**config.mk**
```make
export PLATFORM = sky130hd
export DESIGN_NAME = fetch_queue
export DESIGN_NICKNAME = d
export VERILOG_FILES = /design/src/rtl/core_pkg.sv /design/src/rtl/hw_fifo_2w2r.sv /design/src/rtl/fetch_queue.sv
export SDC_FILE = /design/constraint.sdc
export NUM_CORES = 1
export LEC_CHECK = 0
export BUFFER_PORTS_ARGS = -buffer_cell sky130_fd_sc_hd__buf_2
export CORE_MARGIN = 3
export CORE_UTILIZATION = 60
export CTS_BUF_LIST = sky130_fd_sc_hd__clkbuf_4 sky130_fd_sc_hd__clkbuf_8
export DETAILED_ROUTE_END_ITERATION = 7
export PLACE_DENSITY = 0.85
export SETUP_SLACK_MARGIN = 0.02
export SLEW_MARGIN = 10
export SYNTH_ARGS = -nofsm -noshare
export SYNTH_HDL_FRONTEND = slang
export SYNTH_SLANG_ARGS = --single-unit
```
**constraint.sdc**
```tcl
create_clock -name clk -period 5.99 [get_ports clk]
set_clock_uncertainty 0.05 [all_clocks]
set_input_delay 0.2995 -clock clk [delete_from_list [all_inputs] [get_ports clk]]
set_output_delay 0.2995 -clock clk [all_outputs]
set_load 0.005 [all_outputs]
```
**src/rtl/core_pkg.sv**
```systemverilog
// Shared definitions for the Thumb-16 fetch path: address width default,
// halfword type, the empty-slot instruction value and the reset PC.
package core_pkg;

  localparam int          ADDR_W_DEF   = 14;
  localparam int unsigned RESET_PC_DEF = 0;

  typedef logic [15:0] hw_t;

  localparam hw_t NOP_HW = 16'h0000;

endpackage : core_pkg

```
**src/rtl/hw_fifo_2w2r.sv**
```systemverilog
// Circular halfword buffer: writes exactly two entries per push, reads
// 0/1/2 entries per cycle, exposes the two oldest entries and the
// occupancy, and can be flushed to empty in one cycle.
module hw_fifo_2w2r
  import core_pkg::*;
#(
  parameter  int DEPTH = 4,
  localparam int PTR_W = $clog2(DEPTH),
  localparam int CNT_W = $clog2(DEPTH + 1)
) (
  input  logic             clk,
  input  logic             rst,
  input  logic             flush,
  input  logic             push,
  input  hw_t              wdata0,
  input  hw_t              wdata1,
  input  logic [1:0]       take,
  output hw_t              rdata0,
  output hw_t              rdata1,
  output logic [CNT_W-1:0] count
);

  hw_t              mem [DEPTH];
  logic [PTR_W-1:0] rd_ptr;
  logic [PTR_W-1:0] wr_ptr;

  // The caller guarantees push only with two free slots and take <= count.
  assign rdata0 = mem[rd_ptr];
  assign rdata1 = mem[rd_ptr + PTR_W'(1)];

  // Storage: a push writes the pair at wr_ptr and wr_ptr+1 (wrapping).
  always_ff @(posedge clk) begin
    if (push) begin
      mem[wr_ptr]               <= wdata0;
      mem[wr_ptr + PTR_W'(1)]   <= wdata1;
    end
  end

  // Pointer and occupancy update; reset and flush both empty the buffer.
  always_ff @(posedge clk) begin
    if (rst || flush) begin
      rd_ptr <= '0;
      wr_ptr <= '0;
      count  <= '0;
    end else begin
      rd_ptr <= rd_ptr + PTR_W'(take);
      if (push) begin
        wr_ptr <= wr_ptr + PTR_W'(2);
      end
      count <= count + (push ? CNT_W'(2) : CNT_W'(0)) - CNT_W'(take);
    end
  end

endmodule : hw_fifo_2w2r

```
**src/rtl/fetch_queue.sv**
```systemverilog
// Fetch stage feeding a dual-issue decoder. Owns the fetch PC (drives the
// combinational program ROM), the PC of the oldest queued instruction,
// push/take arbitration and branch redirect.
//
// Decode handshake: ir0_valid/ir1_valid advertise how many instructions
// are presented; decode reports in the same cycle how many it consumes via
// dec_take (0..2, never more than are valid). Consumption takes effect at
// the next rising edge. A redirect cancels any consumption that cycle.
module fetch_queue
  import core_pkg::*;
#(
  parameter int          ADDR_W   = ADDR_W_DEF,
  parameter int          DEPTH    = 4,
  parameter int unsigned RESET_PC = RESET_PC_DEF
) (
  input  logic              clk,
  input  logic              rst,
  input  logic              fetch_en,
  output logic [ADDR_W-1:0] rom_addr,
  input  logic [15:0]       rom_hw0,
  input  logic [15:0]       rom_hw1,
  input  logic              redirect_valid,
  input  logic [ADDR_W-1:0] redirect_addr,
  input  logic [1:0]        dec_take,
  output logic [15:0]       ir0,
  output logic [15:0]       ir1,
  output logic              ir0_valid,
  output logic              ir1_valid,
  output logic [ADDR_W-1:0] issue_pc
);

  localparam int                CNT_W = $clog2(DEPTH + 1);
  localparam logic [ADDR_W-1:0] PC0   = ADDR_W'(RESET_PC);

  logic [ADDR_W-1:0] fetch_pc;
  logic [ADDR_W-1:0] head_pc;
  logic [CNT_W-1:0]  count;
  logic              push;
  logic [1:0]        take_req;
  logic [1:0]        take;
  hw_t               rdata0;
  hw_t               rdata1;

  // Push only whole pairs, and only when two slots are free before this
  // cycle's take is applied (no same-cycle bypass of freed slots).
  assign push = fetch_en & ~redirect_valid & (count <= CNT_W'(DEPTH - 2));

  // Effective take: clamp illegal requests to what is actually queued.
  always_comb begin
    take_req = (dec_take == 2'd3) ? 2'd2 : dec_take;
    take     = 2'd0;
    if (!redirect_valid) begin
      take = (CNT_W'(take_req) > count) ? count[1:0] : take_req;
    end
  end

  hw_fifo_2w2r #(.DEPTH(DEPTH)) u_fifo (
    .clk    (clk),
    .rst    (rst),
    .flush  (redirect_valid),
    .push   (push),
    .wdata0 (rom_hw0),
    .wdata1 (rom_hw1),
    .take   (take),
    .rdata0 (rdata0),
    .rdata1 (rdata1),
    .count  (count)
  );

  // Fetch PC and head PC: redirect reloads both, otherwise they advance
  // by the pushed pair and the consumed instructions respectively.
  always_ff @(posedge clk) begin
    if (rst) begin
      fetch_pc <= PC0;
      head_pc  <= PC0;
    end else if (redirect_valid) begin
      fetch_pc <= redirect_addr;
      head_pc  <= redirect_addr;
    end else begin
      if (push) begin
        fetch_pc <= fetch_pc + ADDR_W'(2);
      end
      head_pc <= head_pc + ADDR_W'(take);
    end
  end

  assign rom_addr  = fetch_pc;
  assign ir0_valid = (count >= CNT_W'(1));
  assign ir1_valid = (count >= CNT_W'(2));
  assign ir0       = ir0_valid ? rdata0 : NOP_HW;
  assign ir1       = ir1_valid ? rdata1 : NOP_HW;
  assign issue_pc  = head_pc;

  // Decode must not consume more than is presented.
  take_legal_a : assert property (@(posedge clk) disable iff (rst || redirect_valid)
    (dec_take != 2'd3) && (CNT_W'(dec_take) <= count));

endmodule : fetch_queue

```
### Yosys cells after proc, flatten, opt, wreduce, memory -nomap -nowiden

Memory sizes are Yosys's and may differ from the RTL's. A register that Yosys moved wholly into a read port is not among the register bits.
Cells that the tools add are included.

| operators by class | value |
|---|---|
| $add $sub $neg | 8 |
| $lt $le $gt $ge | 4 |
| equal/unequal tests | 1 |
| mux-type cells | 12 |
| bitwise gates (word level) | 3 |
| reductions and logical operators | 2 |

Operators by type and width:

| kind | count |
|---|---|
| $mux 14 | 3 |
| $mux 16 | 2 |
| $add 14x2->14 | 1 |
| $add 14x2->14 const B | 1 |
| $mux 2 | 5 |
| $add 2x1->2 const B | 2 |
| $add 3x3->3 | 1 |
| $ge 3x1->1 const B | 1 |
| $ge 3x2->1 const B | 1 |
| $gt 2x3->1 | 1 |
| $le 3x2->1 const B | 1 |
| $sub 3x2->3 | 1 |
| $add 2x2->2 | 1 |
| $add 2x2->2 const B | 1 |
| $and 1x1->1 | 2 |
| $eq 2x2->1 const B | 1 |
| $mux 1 | 2 |
| $reduce_bool 2->1 | 1 |
| $logic_or 1x1->1 | 1 |
| $not 1->1 | 1 |

| word-level totals | value |
|---|---|
| register bits after elaboration | 35 |
| RAM bits | 64 |
| input port bits | 52 |
| output and inout bits | 62 |
| word-level logic and storage cells | 36 |
| memories | 1 |

Memory list:

| name | depth | width | rd ports | clocked after Yosys merged registers in | write ports | line | source |
|---|---|---|---|---|---|---|---|
| u_fifo.mem | 4 | 16 | 2 | 1 | 2 | hw_fifo_2w2r.sv:23 | `hw_t mem [DEPTH];` |

### Longest topological paths before layout

| depth | value |
|---|---|
| depth in word-level cells | 7 |
| depth in mapped cells | 13 |
| gate-level depth less buffers | 13 |

### Cells and area by module

A second synthesis with hierarchy kept.

| unflattened totals | value |
|---|---|
| cell total of the unflattened synthesis | 353 |
| area, all modules | 4893.4 µm² |

By module, submodules not included:

| module | times used | cells each | area an instance (µm²) | seq. area each (µm²) |
|---|---|---|---|---|
| hw_fifo_2w2r | 1 | 128 | 3041.7 | 2042.0 |
| fetch_queue | 1 | 225 | 1851.8 | 560.5 |

### Least setup slack after synthesis

Ideal clock, no wire load.

| timing path | value |
|---|---|
| path kind | register to register |
| start | reg u_fifo.count[2] |
| end | mem u_fifo.mem[0][0] (netlist bit) (enable) |
| arrival time | 2969 ps |
| slack | 2510 ps |
| cell stages (with the launch flop) | 5 |
| buffers on the path | 1 |
| period minus slack after synthesis | 3480 ps |
| path through | dfxtp_1 -> nor2b_1 -> buf_2 -> nand2_1 -> nor3_1 |

RTL lines:

| item | line | source |
|---|---|---|
| from (decl) | hw_fifo_2w2r.sv:20 | `output logic [CNT_W-1:0] count` |
| from (signal assigned) | hw_fifo_2w2r.sv:50 | `count <= count + (push ? CNT_W'(2) : CNT_W'(0)) - CNT_W'(take);` |
| to (decl) | hw_fifo_2w2r.sv:23 |  |

### Final worst setup path

| timing path | value |
|---|---|
| start | reg u_fifo.count[1] |
| end | reg head_pc[12], in the netlist issue_pc[12] |

| on the way | value |
|---|---|
| longest elaborated chain between the ends | 5 |

Ends and longest elaborated chain:

| item | line | source |
|---|---|---|
| $gt 2x3->1 | fetch_queue.sv:53 | `take = (CNT_W'(take_req) > count) ? count[1:0] : take_req;` |
| $mux 2 (*) | fetch_queue.sv:53 |  |
| $mux 2 (*) | fetch_queue.sv:52 | `if (!redirect_valid) begin` |
| $add 14x2->14 (*) | fetch_queue.sv:83 | `head_pc <= head_pc + ADDR_W'(take);` |
| $mux 14 (*) | fetch_queue.sv:76 | `end else if (redirect_valid) begin` |
| to (signal assigned) | fetch_queue.sv:78 | `head_pc <= redirect_addr;` |
| to (signal assigned) | fetch_queue.sv:83 |  |
| to (decl) | fetch_queue.sv:36 | `logic [ADDR_W-1:0] head_pc;` |

Mark *: on every way between the ends. The rest lies on a longest branch, timed or not.
A chain may end at the register's enable or synchronous reset.

==> impl_metrics.py <==
metrics = {
    "run_status": {
        "status": "finished, final reports clean",
    },
    "worst_setup_path": {
        "cp_num_cells": 13,
        "cp_top_family": "adder cells",
        "r2r_slack_ps": 2760,
        "worstPathCellList": "inv_1, ha_1, nor2b_1, o21ai_1, mux2i_1, and2_1, ha_1, inv_1, fa_1, nand4b_1, nor3_1, xnor2_1, a21boi_1",
        "r2r-start": "u_fifo.count[1]",
        "cp_slowest_cell": "dfxtp_1",
        "r2r_cells": 13,
        "cp_max_fo": 5,
        "critPathMaxStageDelay_ps": 430,
        "cp-end-kind": "flip-flop",
        "arrival_ps": 3390,
        "path_class": "reg2reg",
        "worst-path-buf-inv": 2,
        "rr_endpoint": "issue_pc[12]",
        "required_ps": 6150,
        "worst_setup_path_start_kind": "flip-flop",
    },
    "synthesis": {
        "synth_xor_area_share_pct": 3.65,
        "yosys_warnings": 0,
        "synth_area_leaders": "edfxtp_1 40%, mux4_2 15%, dfxtp_1 14%",
        "synth_common_cells": "64 x edfxtp_1, 36 x nor2b_1, 34 x dfxtp_1, 32 x mux4_2, 19 x inv_1",
        "ys.flop_type": "edfxtp_1",
        "synth_nets": 419,
        "yosysTopAreaCellShare_pct": 40.0,
        "synth_simple_gate_area_share_pct": 12.6,
        "synth-compound-area-share_pct": 7.19,
        "synth_cell_type_count": 45,
        "yosysMostFrequentCell": "edfxtp_1",
        "synth_cells": 357,
        "synth_fa_ha_area_share_pct": 2.92,
        "yosys_register_bits": 98,
        "async_flop_share_pct": 0,
        "synth_top_area_cell": "edfxtp_1",
        "synth_edf_count": 64,
        "synthMuxAreaShare_pct": 15.6,
        "synth_area_per_cell_um2": 13.5,
        "synth_top_family_by_area": "multiplexers",
        "ys_seq_area_share_pct": 54.2,
        "synth_area_um2": 4800,
    },
    "clock_tree": {
        "clk-insertion-delay-late_ps": 350,
        "cts.clk_slew.worst_paths_ps": 90,
        "cts_root_buf": "clkbuf_8",
        "cts_buffers": 9,
        "cts_setup_buffers": 0,
        "cts_htree_levels": 3,
        "holdBufCountCts": 0,
        "cts_sinks": 98,
        "cts_repair_resize_count": 0,
        "cts_tree": "done",
        "cts.path.max_buffers": 2,
    },
    "placed_design": {
        "port_buffers": 113,
        "gp_congestion": 0.772,
        "post-dp-hpwl_mm": 7.07,
        "pre_cts_slack_ps": 2780,
        "dpl.cell_count": 554,
    },
    "floorplanning": {
        "coreArea_um2": 7520,
        "dieHeight_um": 95.5,
        "fp-row-count": 31,
        "die_x_um": 95.5,
        "die_area_um2": 9120,
        "ios": 114,
        "start_util_pct": 63.8,
    },
    "grt": {
        "grt_pass1_wl_mm": 15.8,
        "antenna_found_initial": 0,
        "overflow": 0,
        "grt_pass1_vias": 3229,
        "grt_max_degree": 34,
        "grtUsageTotal_pct": 22.9,
    },
    "layout": {
        "drive_above_1_share_pct": 36.6,
        "diodes": 0,
        "area_delta_synth_final_pct": 17.2,
        "fin_nets": 528,
        "instances_no_fill": 569,
        "fin_util_pct": 74.8,
    },
    "sta": {
        "rsz0062_at_grt": "false",
        "hold_violations": 0,
        "worst_slack_ps": 2760,
        "setup_violations": 0,
        "slew_headroom_pct": 26.9,
        "fin_crit_ps": 3230,
        "finalSetupTns_ps": 0,
        "worst_pin_slew_ps": 1100,
        "max_freq_mhz": 309,
        "maxSlewViolCount": 0,
        "period_share_pct": 54.0,
    },
    "power_and_ir_drop": {
        "peakVddDrop_mv": 0.157,
        "p_leak_nw": 2.21,
        "fin_total_pwr_w": 0.00154,
        "powerDensity_nw_per_um2": 274,
    },
    "worst_hold_path": {
        "whs_path_depth": 1,
        "hp-class": "in2reg",
        "hp-start": "rom_hw0[4]",
        "min_to": "u_fifo.mem[0][4]",
    },
    "routing": {
        "ant_nets": 0,
        "drt_iter0_markers": 162,
        "wl_per_cell_um": 17.6,
        "drt-pass1-iter-count": 4,
        "detail_route.vias_per_cell": 5.87,
        "vias": 3342,
        "route.detailed.drc": 0,
        "wirelength_mm": 10.0,
    },
    "run": {
        "max-cap-violations": 0,
    },
}
[state kept, by name, indices dropped and copies added (netlist names)]
signal / flops
issue_pc: 14
rom_addr: 14
u_fifo.count: 3
u_fifo.mem: 64
u_fifo.rd_ptr: 2
u_fifo.wr_ptr: 1
[where the power goes]
group | internal [W] | switching, W
Clock | 0.000231 | 0.000216
Sequential | 0.000762 | 0.0000427
Combinational | 0.000151 | 0.000141
Total | 0.00114 | 0.000400
[layout make-up]
type | count | area (um^2)
clock buffer | 9 | 124
multi-input combinational | 219 | 2020
sequential | 98 | 2600
clock inverter | 6 | 82.6
inverter | 21 | 78.8
fill | 516 | 1890
tap | 99 | 124
timing repair buffer | 117 | 596
[through the flow]
stage / hold slack, ps / instance area (um^2)
floorplan: 348 / 4800
global placement: 393 / 5420
detailed placement: 411 / 5420
CTS: 63.3 / 5630
global route: 67.8 / 5630
finish: 81.1 / 5630
[worst max path at each step]
stage | start | end
6_report | u_fifo.count[1] | issue_pc[12]
5_1_grt | u_fifo.count[1] | issue_pc[12]
4_1_cts | u_fifo.count[1] | issue_pc[12]
3_5_place_dp | u_fifo.count[1] | issue_pc[12]
3_3_place_gp | u_fifo.count[1] | issue_pc[12]
2_1_floorplan | u_fifo.count[2] | u_fifo.mem[0][0]
[metal layers]
metal	up-vias	part of all wire [%]	GRT usage [%]	routed length [um]
li1	1544	-	-	-
met5	-	0	0	0
met2	112	52	38.4	5180
met4	0	0.91	7.11	91
met1	1678	42	31.0	4200
met3	8	5.5	3.55	551
[worst register-to-register path: stages (launching register included)]
cell and delay, ps:
dfxtp_1 430, inv_1 70, ha_1 300, nor2b_1 130, o21ai_1 230, mux2i_1 220
and2_1 190, ha_1 190, inv_1 60, fa_1 430, nand4b_1 280, nor3_1 270
xnor2_1 150, a21boi_1 80
[placed cells by master (no fill, tap or decap), types with 2 or more instances in the layout]
cell / synthesis / routed
o21ai_1: 2 / 2
fa_1: 2 / 2
mux4_2: 32 / 32
o21a_1: 5 / 5
nor3_1: 12 / 11
nand2_1: 15 / 15
inv_2: 2 / 2
and4_1: 2 / 2
nor2_1: 7 / 7
a21oi_1: 18 / 18
clkbuf_8: 0 / 9
and3_1: 3 / 3
nor4_2: 2 / 2
nand3_1: 6 / 6
and2_1: 5 / 5
a31oi_1: 2 / 2
nand4_1: 5 / 5
mux2i_1: 3 / 3
nand2b_1: 2 / 2
dfxtp_1: 34 / 33
bufinv_16: 0 / 2
buf_4: 1 / 4
inv_1: 19 / 19
ha_1: 8 / 8
o31a_1: 4 / 4
xor2_1: 9 / 9
nor2b_1: 36 / 36
xnor2_1: 11 / 11
edfxtp_1: 64 / 64
buf_2: 6 / 113
a21boi_1: 15 / 15
[logic make-up after synthesis]
family,after synthesis
adders and majority gates,10
xor gates and xnor gates,20
AOI/OAI and AO/OA,52
DFF,98
and+or+nand+nor,102
buffers and inverters,40
muxes,35
(Power assumes the default switching activity.)
